==> src/rtl/pipe_pkg.sv <==
// Shared types for the pipeline hazard controller: in-flight stage record,
// forwarding-select encoding and the XZR index.
package pipe_pkg;

  localparam int          RD_W         = 5;
  localparam logic [4:0]  ZERO_REG_IDX = 5'd31;

  typedef struct packed {
    logic            valid;
    logic [RD_W-1:0] rd;
    logic            reg_write;
    logic            is_load;
    logic            sets_flags;
  } stage_rec_t;

  typedef enum logic [1:0] {
    FWD_RF  = 2'd0,
    FWD_EX  = 2'd1,
    FWD_MEM = 2'd2,
    FWD_WB  = 2'd3
  } fwd_sel_e;

  // A stage only produces a forwardable value if it really writes a non-XZR register.
  function automatic logic is_writer(stage_rec_t rec, logic [RD_W-1:0] zero_idx);
    return rec.valid & rec.reg_write & (rec.rd != zero_idx);
  endfunction

endpackage

==> src/rtl/pipe_hazard_ctrl_fwd_select.sv <==
// Priority forwarding match for one ALU operand: EX over MEM over WB over regfile.
module fwd_select
  import pipe_pkg::*;
#(
  parameter int REG_W    = 5,
  parameter int ZERO_REG = 31
) (
  input  logic             use_src,
  input  logic [REG_W-1:0] src,
  input  logic             ex_writer,
  input  logic             ex_is_load,
  input  logic [REG_W-1:0] ex_rd,
  input  logic             mem_writer,
  input  logic [REG_W-1:0] mem_rd,
  input  logic             wb_writer,
  input  logic [REG_W-1:0] wb_rd,
  output logic [1:0]       sel
);

  localparam logic [REG_W-1:0] ZERO_IDX = REG_W'(ZERO_REG);

  fwd_sel_e sel_e;

  always_comb begin
    sel_e = FWD_RF;
    if (use_src && (src != ZERO_IDX)) begin
      // A load still in EX has no data yet; the stall covers this cycle.
      if (ex_writer && (src == ex_rd)) begin
        sel_e = ex_is_load ? FWD_RF : FWD_EX;
      end else if (mem_writer && (src == mem_rd)) begin
        sel_e = FWD_MEM;
      end else if (wb_writer && (src == wb_rd)) begin
        sel_e = FWD_WB;
      end
    end
  end

  assign sel = sel_e;

endmodule

==> src/rtl/pipe_hazard_ctrl.sv <==
// Hazard controller for the 5-stage pipeline: tracks EX/MEM/WB destinations and
// flag producers, drives stall/bubble/flush, forwarding selects and perf counters.
module pipe_hazard_ctrl
  import pipe_pkg::*;
#(
  parameter int REG_W    = 5,
  parameter int ZERO_REG = int'(ZERO_REG_IDX),
  parameter int CNT_W    = 16
) (
  input  logic             clk,
  input  logic             reset,
  input  logic             id_valid,
  input  logic [REG_W-1:0] id_ra,
  input  logic [REG_W-1:0] id_rb,
  input  logic             id_use_ra,
  input  logic             id_use_rb,
  input  logic [REG_W-1:0] id_rd,
  input  logic             id_reg_write,
  input  logic             id_is_load,
  input  logic             id_sets_flags,
  input  logic             id_uses_flags,
  input  logic             id_br_taken,
  output logic             stall,
  output logic             bubble,
  output logic             flush_ifid,
  output logic [1:0]       fwd_a_sel,
  output logic [1:0]       fwd_b_sel,
  output logic [CNT_W-1:0] stall_cnt,
  output logic [CNT_W-1:0] flush_cnt
);

  localparam logic [REG_W-1:0] ZERO_IDX = REG_W'(ZERO_REG);

  stage_rec_t       ex_q, ex_d, mem_q, mem_d, wb_q, wb_d;
  logic [CNT_W-1:0] stall_cnt_q, stall_cnt_d, flush_cnt_q, flush_cnt_d;
  logic             ex_writer, mem_writer, wb_writer;
  logic             load_use, flag_haz, stall_int, flush_int;

  always_comb begin
    ex_writer  = is_writer(ex_q, ZERO_IDX);
    mem_writer = is_writer(mem_q, ZERO_IDX);
    wb_writer  = is_writer(wb_q, ZERO_IDX);
    load_use   = id_valid & ex_writer & ex_q.is_load &
                 ((id_use_ra & (id_ra == ex_q.rd)) | (id_use_rb & (id_rb == ex_q.rd)));
    // Flags settle at the end of EX, so a B.cond right behind a flag setter waits a cycle.
    flag_haz   = id_valid & id_uses_flags & ex_q.valid & ex_q.sets_flags;
    stall_int  = load_use | flag_haz;
    flush_int  = id_valid & id_br_taken & ~stall_int;
  end

  always_comb begin
    wb_d  = mem_q;
    mem_d = ex_q;
    ex_d  = '0;
    if (id_valid && !stall_int) begin
      ex_d.valid      = 1'b1;
      ex_d.rd         = id_rd;
      ex_d.reg_write  = id_reg_write;
      ex_d.is_load    = id_is_load;
      ex_d.sets_flags = id_sets_flags;
    end
    stall_cnt_d = stall_cnt_q;
    flush_cnt_d = flush_cnt_q;
    if (stall_int && (stall_cnt_q != '1)) stall_cnt_d = stall_cnt_q + 1'b1;
    if (flush_int && (flush_cnt_q != '1)) flush_cnt_d = flush_cnt_q + 1'b1;
  end

  always_ff @(posedge clk) begin
    if (reset) begin
      ex_q        <= '0;
      mem_q       <= '0;
      wb_q        <= '0;
      stall_cnt_q <= '0;
      flush_cnt_q <= '0;
    end else begin
      ex_q        <= ex_d;
      mem_q       <= mem_d;
      wb_q        <= wb_d;
      stall_cnt_q <= stall_cnt_d;
      flush_cnt_q <= flush_cnt_d;
    end
  end

  logic [REG_W-1:0] op_src [2];
  logic             op_use [2];
  logic [1:0]       op_sel [2];

  assign op_src[0] = id_ra;
  assign op_src[1] = id_rb;
  assign op_use[0] = id_use_ra;
  assign op_use[1] = id_use_rb;

  genvar gi;
  generate
    for (gi = 0; gi < 2; gi++) begin : g_fwd
      fwd_select #(
        .REG_W    (REG_W),
        .ZERO_REG (ZERO_REG)
      ) u_fwd (
        .use_src    (op_use[gi]),
        .src        (op_src[gi]),
        .ex_writer  (ex_writer),
        .ex_is_load (ex_q.is_load),
        .ex_rd      (ex_q.rd),
        .mem_writer (mem_writer),
        .mem_rd     (mem_q.rd),
        .wb_writer  (wb_writer),
        .wb_rd      (wb_q.rd),
        .sel        (op_sel[gi])
      );
    end
  endgenerate

  // Load/flag bits past EX only travel along for debug visibility.
  logic unused_fields;
  assign unused_fields = ^{mem_q.is_load, mem_q.sets_flags, wb_q.is_load, wb_q.sets_flags};

  assign stall      = stall_int;
  assign bubble     = stall_int;
  assign flush_ifid = flush_int;
  assign fwd_a_sel  = op_sel[0];
  assign fwd_b_sel  = op_sel[1];
  assign stall_cnt  = stall_cnt_q;
  assign flush_cnt  = flush_cnt_q;

endmodule

==> config.mk <==
export PLATFORM = sky130hd
export DESIGN_NAME = pipe_hazard_ctrl
export DESIGN_NICKNAME = d
export VERILOG_FILES = /design/src/rtl/pipe_pkg.sv /design/src/rtl/pipe_hazard_ctrl_fwd_select.sv /design/src/rtl/pipe_hazard_ctrl.sv
export SDC_FILE = /design/constraint.sdc
export NUM_CORES = 1
export LEC_CHECK = 0
export CAP_MARGIN = 10
export CORE_MARGIN = 1
export CORE_UTILIZATION = 50
export DETAILED_ROUTE_END_ITERATION = 8
export GPL_TIMING_DRIVEN = 0
export PLACE_DENSITY = 0.78
export SLEW_MARGIN = 20
export SYNTH_ARGS = -nofsm -noshare
export SYNTH_HDL_FRONTEND = slang
export SYNTH_SLANG_ARGS = --single-unit
==> constraint.sdc <==
create_clock -name clk -period 3 [get_ports clk]
set_clock_uncertainty 0.2 [all_clocks]
set_input_delay 0.75 -clock clk [delete_from_list [all_inputs] [get_ports clk]]
set_output_delay 0.75 -clock clk [all_outputs]
set_load 0.03 [all_outputs]
# Word-level counts from Yosys, hierarchy flattened

Index checks and enable logic that the tools add are counted.

Add/subtract/negate cells: 2
Equality and inequality tests: 13
Mux-type cells: 10
Bitwise logic cells: 20
Reduce and logical (&&, ||, !) cells: 13

Operator list:

| operator                | number |
|---|---|
| $add A16 B1 Y16 const B | 2 |
| $ne A16 B16 Y1 const B  | 2 |
| $eq A5 B5 Y1            | 6 |
| $ne A5 B5 Y1 const B    | 5 |
| $and A1 B1 Y1           | 16 |
| $mux W2                 | 8 |
| $logic_and A1 B1 Y1     | 11 |
| $mux W9                 | 1 |
| $not A1 Y1              | 2 |
| $or A1 B1 Y1            | 2 |
| $reduce_or A2 Y1        | 1 |
| $logic_not A1 Y1        | 1 |
| $mux W1                 | 1 |

Bits in registers: 55
Input port bits: 25
Output and inout bits: 39
Word-level logic and storage cells: 71

# Depth between registers and ports, before layout

Depth after elaboration: 10
Depth in mapped cells: 9
Depth with buffers taken out: 7

# By module

A second synthesis with hierarchy kept.

Cells, all modules: 338
Area, all modules: 2,902.8 um^2

Modules (own cells, without submodules):

| module           | instances | cells each | area each (um^2) | sequential area each (um^2) |
|---|---|---|---|---|
| pipe_hazard_ctrl | 1         | 278        | 2,477.4          | 1,101.1 |
| fwd_select       | 2         | 30         | 212.7            | 0.0 |

# Worst setup path before layout

Ideal clock, no wire load.

Path kind: in2out
Start point: input port id_rb[4]
End point: output port fwd_b_sel[1]
Arrival time: 2.123 ns
Data required time: 2.050 ns
Path slack: -0.073 ns
Stages on the path: 4
Path buffers: 0
Path through: xor2_1 nor4_1 nand3_1 a221oi_1

Word-level cells in the longest chain between the ends: 6
Elaborated cells on any way between the ends: 12
Those cells by class: 4 x eq/ne; 4 x mux; 4 x reduce/logical

RTL lines:

| what                | RTL line                          | RTL |
|---|---|---|
| start, declared     | pipe_hazard_ctrl.sv:14            | `input logic [REG_W-1:0] id_rb,` |
| $eq A5 B5 Y1        | pipe_hazard_ctrl_fwd_select.sv:32 | `end else if (wb_writer && (src == wb_rd)) begin` |
| $logic_and A1 B1 Y1 | pipe_hazard_ctrl_fwd_select.sv:32 |  |
| $mux W2             | pipe_hazard_ctrl_fwd_select.sv:32 |  |
| $mux W2             | pipe_hazard_ctrl_fwd_select.sv:30 | `end else if (mem_writer && (src == mem_rd)) begin` |
| $mux W2             | pipe_hazard_ctrl_fwd_select.sv:28 | `if (ex_writer && (src == ex_rd)) begin` |
| $mux W2 *           | pipe_hazard_ctrl_fwd_select.sv:26 | `if (use_src && (src != ZERO_IDX)) begin` |
| end, declared       | pipe_hazard_ctrl.sv:27            | `output logic [1:0] fwd_b_sel,` |

Every way passes the cells marked *; elsewhere a longest branch is shown, timed or not.

# Worst setup path in the final report

Start point: input port id_rb[1]
End point: output port stall

Word-level cells in the longest chain between the ends: 5

RTL lines:

| what          | RTL line               | RTL |
|---|---|---|
| $eq A5 B5 Y1  | pipe_hazard_ctrl.sv:44 | `((id_use_ra & (id_ra == ex_q.rd)) \| (id_use_rb & (id_rb == ex_q.rd)));` |
| $and A1 B1 Y1 | pipe_hazard_ctrl.sv:44 |  |
| $or A1 B1 Y1  | pipe_hazard_ctrl.sv:44 |  |
| $and A1 B1 Y1 | pipe_hazard_ctrl.sv:43 | `load_use = id_valid & ex_writer & ex_q.is_load &` |
| $or A1 B1 Y1  | pipe_hazard_ctrl.sv:47 | `stall_int = load_use \| flag_haz;` |
| end, declared | pipe_hazard_ctrl.sv:23 | `output logic stall,` |

Every way passes these cells.

==> summary.md <==
| Metric | Value |
|---|---|
| H-tree depth | `2` |
| DRC Markers | `0` |
| Post-DRT Antenna Nets | `0` |
| Ys Warns | `0` |
| GR Overflow Total | `0` |
| Arrival time at the worst endpoint | `2.09 ns` |
| Synth Flop Type | `dfxtp_1` |
| Largest stage delay, worst path | `between 0.2 and 0.3 ns` |
| Fmax | `329.2 MHz` |
| Relative slew slack | `0.6649` |
| Most frequent cells in the layout | `53 x dfxtp_1, 44 x clkdlybuf4s50_1, 24 x a21oi_1, 22 x buf_4, 20 x nand3_1` |
| Area growth syn-to-layout | `35.14%` |
| Synthesized net count | `344` |
| Routability congestion estimate | `0.9050` |
| Top cell type by total area after synthesis | `dfxtp_1` |
| Starting Density | `0.5344` |
| Most frequent CP cell | `buf_4` |
| Commonest non-fill, non-tap cell in the layout | `dfxtp_1` |
| Failing checks | `negative setup slack` |
| Final WS setup | `-0.03757 ns` |
| Initial antenna violation count | `0` |
| Final setup fails | `3` |
| Vias per cell | `5.872` |
| Largest net degree at the start of global routing | `16` |
| Final hold vios | `0` |
| Ranking of synthesized cells by area | `dfxtp_1 39%, xor2_1 6.2%, a21oi_1 4.4%` |
| Slew @ Worst Pin | `0.4973 ns` |
| Total Die Area | `roughly 5900 um^2` |
| Worst min-delay path class | `reg -> reg` |
| Synthesized area | `between 2000 and 3000 um^2` |
| Gate Count Post-Synth | `about 320` |
| Max VDD drop | `0.2369 mV` |
| DRT Pass-1 Iters | `5` |
| Max Cap Viol | `0` |
| First-pass GRT wire length | `12330 um` |
| Setup crit end kind | `output pin` |
| # rows | `26` |
| Final WL | `between 7000 and 8000 um` |
| Dpl cells | `450` |
| Worst EP required | `between 2 and 2.5 ns` |
| Die Span X | `77.05 um` |
| FFs w/ async S/R, synth | `0` |
| Starting DRT DRC Count | `175` |
| RSZ-0062 raised after global routing | `true` |
| EDFF count, synth | `0` |
| Layout cells sized above 1 | `0.1925` |
| Worst-Skew Late Latency | `0.30 ns` |
| Nets | `428` |
| Final Critical Period | `just over 3 ns` |
| Clk sinks | `55` |
| Top-area cell type share of the netlist area | `0.3909` |
| WL/cell | `16.43 um` |
| Total number of vias | `~2800` |
| Core area | `5270 um^2` |
| Post-layout util | `0.7222` |
| Power Total | `1.292 mW` |
| Power per cell area | `339.4 nW/um^2` |
| Mean area per synthesized cell | `8.885 um^2` |
| Slew Limit Fails | `0` |
| Port bufs | `63` |
| Seq/Total Area, Yosys | `0.3909` |
| Critical path class | `in -> out` |
| Die H | `77.05 um` |
| Critical-path cell list | `buf_6, xor2_2, nor3_4, buf_4, a32o_2, a21boi_4, inv_2, buf_4, buf_4` |
| Finished Layout Cells | `470` |
| Synth unique cells | `46` |
| DPL Wire Length | `5248 um` |
| Total track usage | `0.2642` |
| Vias in the first global route | `2513` |
| Status | `finished, violations left` |
| CTS root buf | `clkbuf_8` |
| Clk buf depth | `2` |
| Ant diodes | `0` |
| CP max FO | `4` |
| CP Launch Type | `input port` |
| Clk slew on worst S/H paths | `0.09 ns` |
| Final worst-path cycle share | `1.013` |
| Worst reg-to-reg setup slack | `0.27 ns` |
| CTS Buf Count | `5` |
| Critical-path top delay cell | `a32o_2` |
| Leakage Power | `1.405 nW` |
| Synth Register Bits | `55` |
| CTS tree | `done` |
| I/O Pins | `64` |
-- flip-flops by register name (all words and copies together) (netlist names) --
signal,count
ex_q,9
stall_cnt,16
wb_q,7
flush_cnt,16
mem_q,7
-- critical path: cells and delay by family --
| kind | cells | cell delay [ns] |
|---|---|---|
| buffers and inverters | 5 | 0.60 |
| AOI/OAI and AO/OA | 2 | 0.46 |
| xor gates and xnor gates | 1 | 0.21 |
| and+or+nand+nor | 1 | 0.08 |
-- logic make-up (layout without fill, tap and decap cells) --
kind of cell,Yosys count,after routing,synth area share
AND/OR/NAND/NOR,140,140,0.2932
AO/OA/AOI/OAI,66,66,0.1577
flip-flops,55,55,0.3909
XOR/XNOR,31,31,0.09640
buffers and inverters,18,101,0.03332
multiplexers,5,5,0.01955
adder cells (fa/ha/maj),2,2,0.008884
-- per-stage QoR --
| step | setup slack [ns] | setup TNS, ns | instance area, um^2 | hold WS (ns) |
|---|---|---|---|---|
| after floorplan | 0.05495 | 0 | 2830 | 0.2379 |
| after global placement | -1.106 | -9.430 | 3548 | 0.2474 |
| after detailed placement | -1.142 | -10.81 | 3548 | 0.2599 |
| after CTS | -0.03323 | -0.03323 | 3707 | 0.2787 |
| after global routing | -0.08772 | -0.3458 | 3806 | 0.2879 |
| final | -0.03757 | -0.1075 | 3806 | 0.2746 |
-- final cells by class --
cell class | count | area [um^2]
buffer | 13 | 75.07
clock buffer | 5 | 68.82
clock inverter | 1 | 7.507
fill | 431 | 1464
inverter | 5 | 18.77
multi-input combinational | 244 | 1744
sequential | 55 | 1104
tap | 70 | 87.58
timing repair buffer | 77 | 700.7
-- cells in the mapped netlist (2+ instances only) --
library cell  number
xnor2_1           11
or4_1             10
and3_1             8
nor2_1            12
ha_1               2
o31ai_1           10
nand4_1           10
a21oi_1           25
o21ai_0           14
dfxtp_1           55
o21ai_1            2
inv_1              5
xor2_1            20
clkbuf_1           8
nor3_2             2
nor4_1             3
and3_4             2
and4_1             5
nand3_1           21
a31oi_1            3
and2_1            11
nor3_1             4
mux2_2             3
buf_6              2
nor2b_1           18
nand2_1           18
buf_4              3
or3_1             12
-- power by group --
| part | leakage [nW] | switching (mW) | internal, mW | total [mW] |
|---|---|---|---|---|
| Combinational | 0.922 | 0.0821 | 0.0775 | 0.160 |
| Clock | 0.0361 | 0.220 | 0.156 | 0.375 |
| Sequential | 0.446 | 0.0159 | 0.741 | 0.757 |
-- per-layer routing --
metal	part of all wire	vias up	track usage	routed length [um]
met3	0.068	10	0.04881	528
met1	0.43	1301	0.3395	3300
met4	0.012	0	0.07736	89
met2	0.49	124	0.4491	3802
met5	0	-	0	0
li1	-	1325	-	-
-- worst paths after layout --
path / start / end / cells past startpoint
max: id_rb[1] / stall / 9
min: ex_q[2]$_SDFF_PP0_ / mem_q[2]$_SDFF_PP0_ / 1
max reg2reg: ex_q[5]$_SDFF_PP0_ / stall_cnt[10]$_SDFFE_PP0P_ / 9
min reg2reg: ex_q[2]$_SDFF_PP0_ / mem_q[2]$_SDFF_PP0_ / 1
-- repair_timing --
| item | 4_1_cts | 5_1_grt |
|---|---|---|
| buffers inserted | 9 | 5 |
| hold buffers | 0 | 0 |
| pin swaps | 11 | 7 |
| endpoints found under the setup margin | 7 | 5 |
| gates resized for setup | 101 | 16 |
Power figures use the tool's default switching activity.
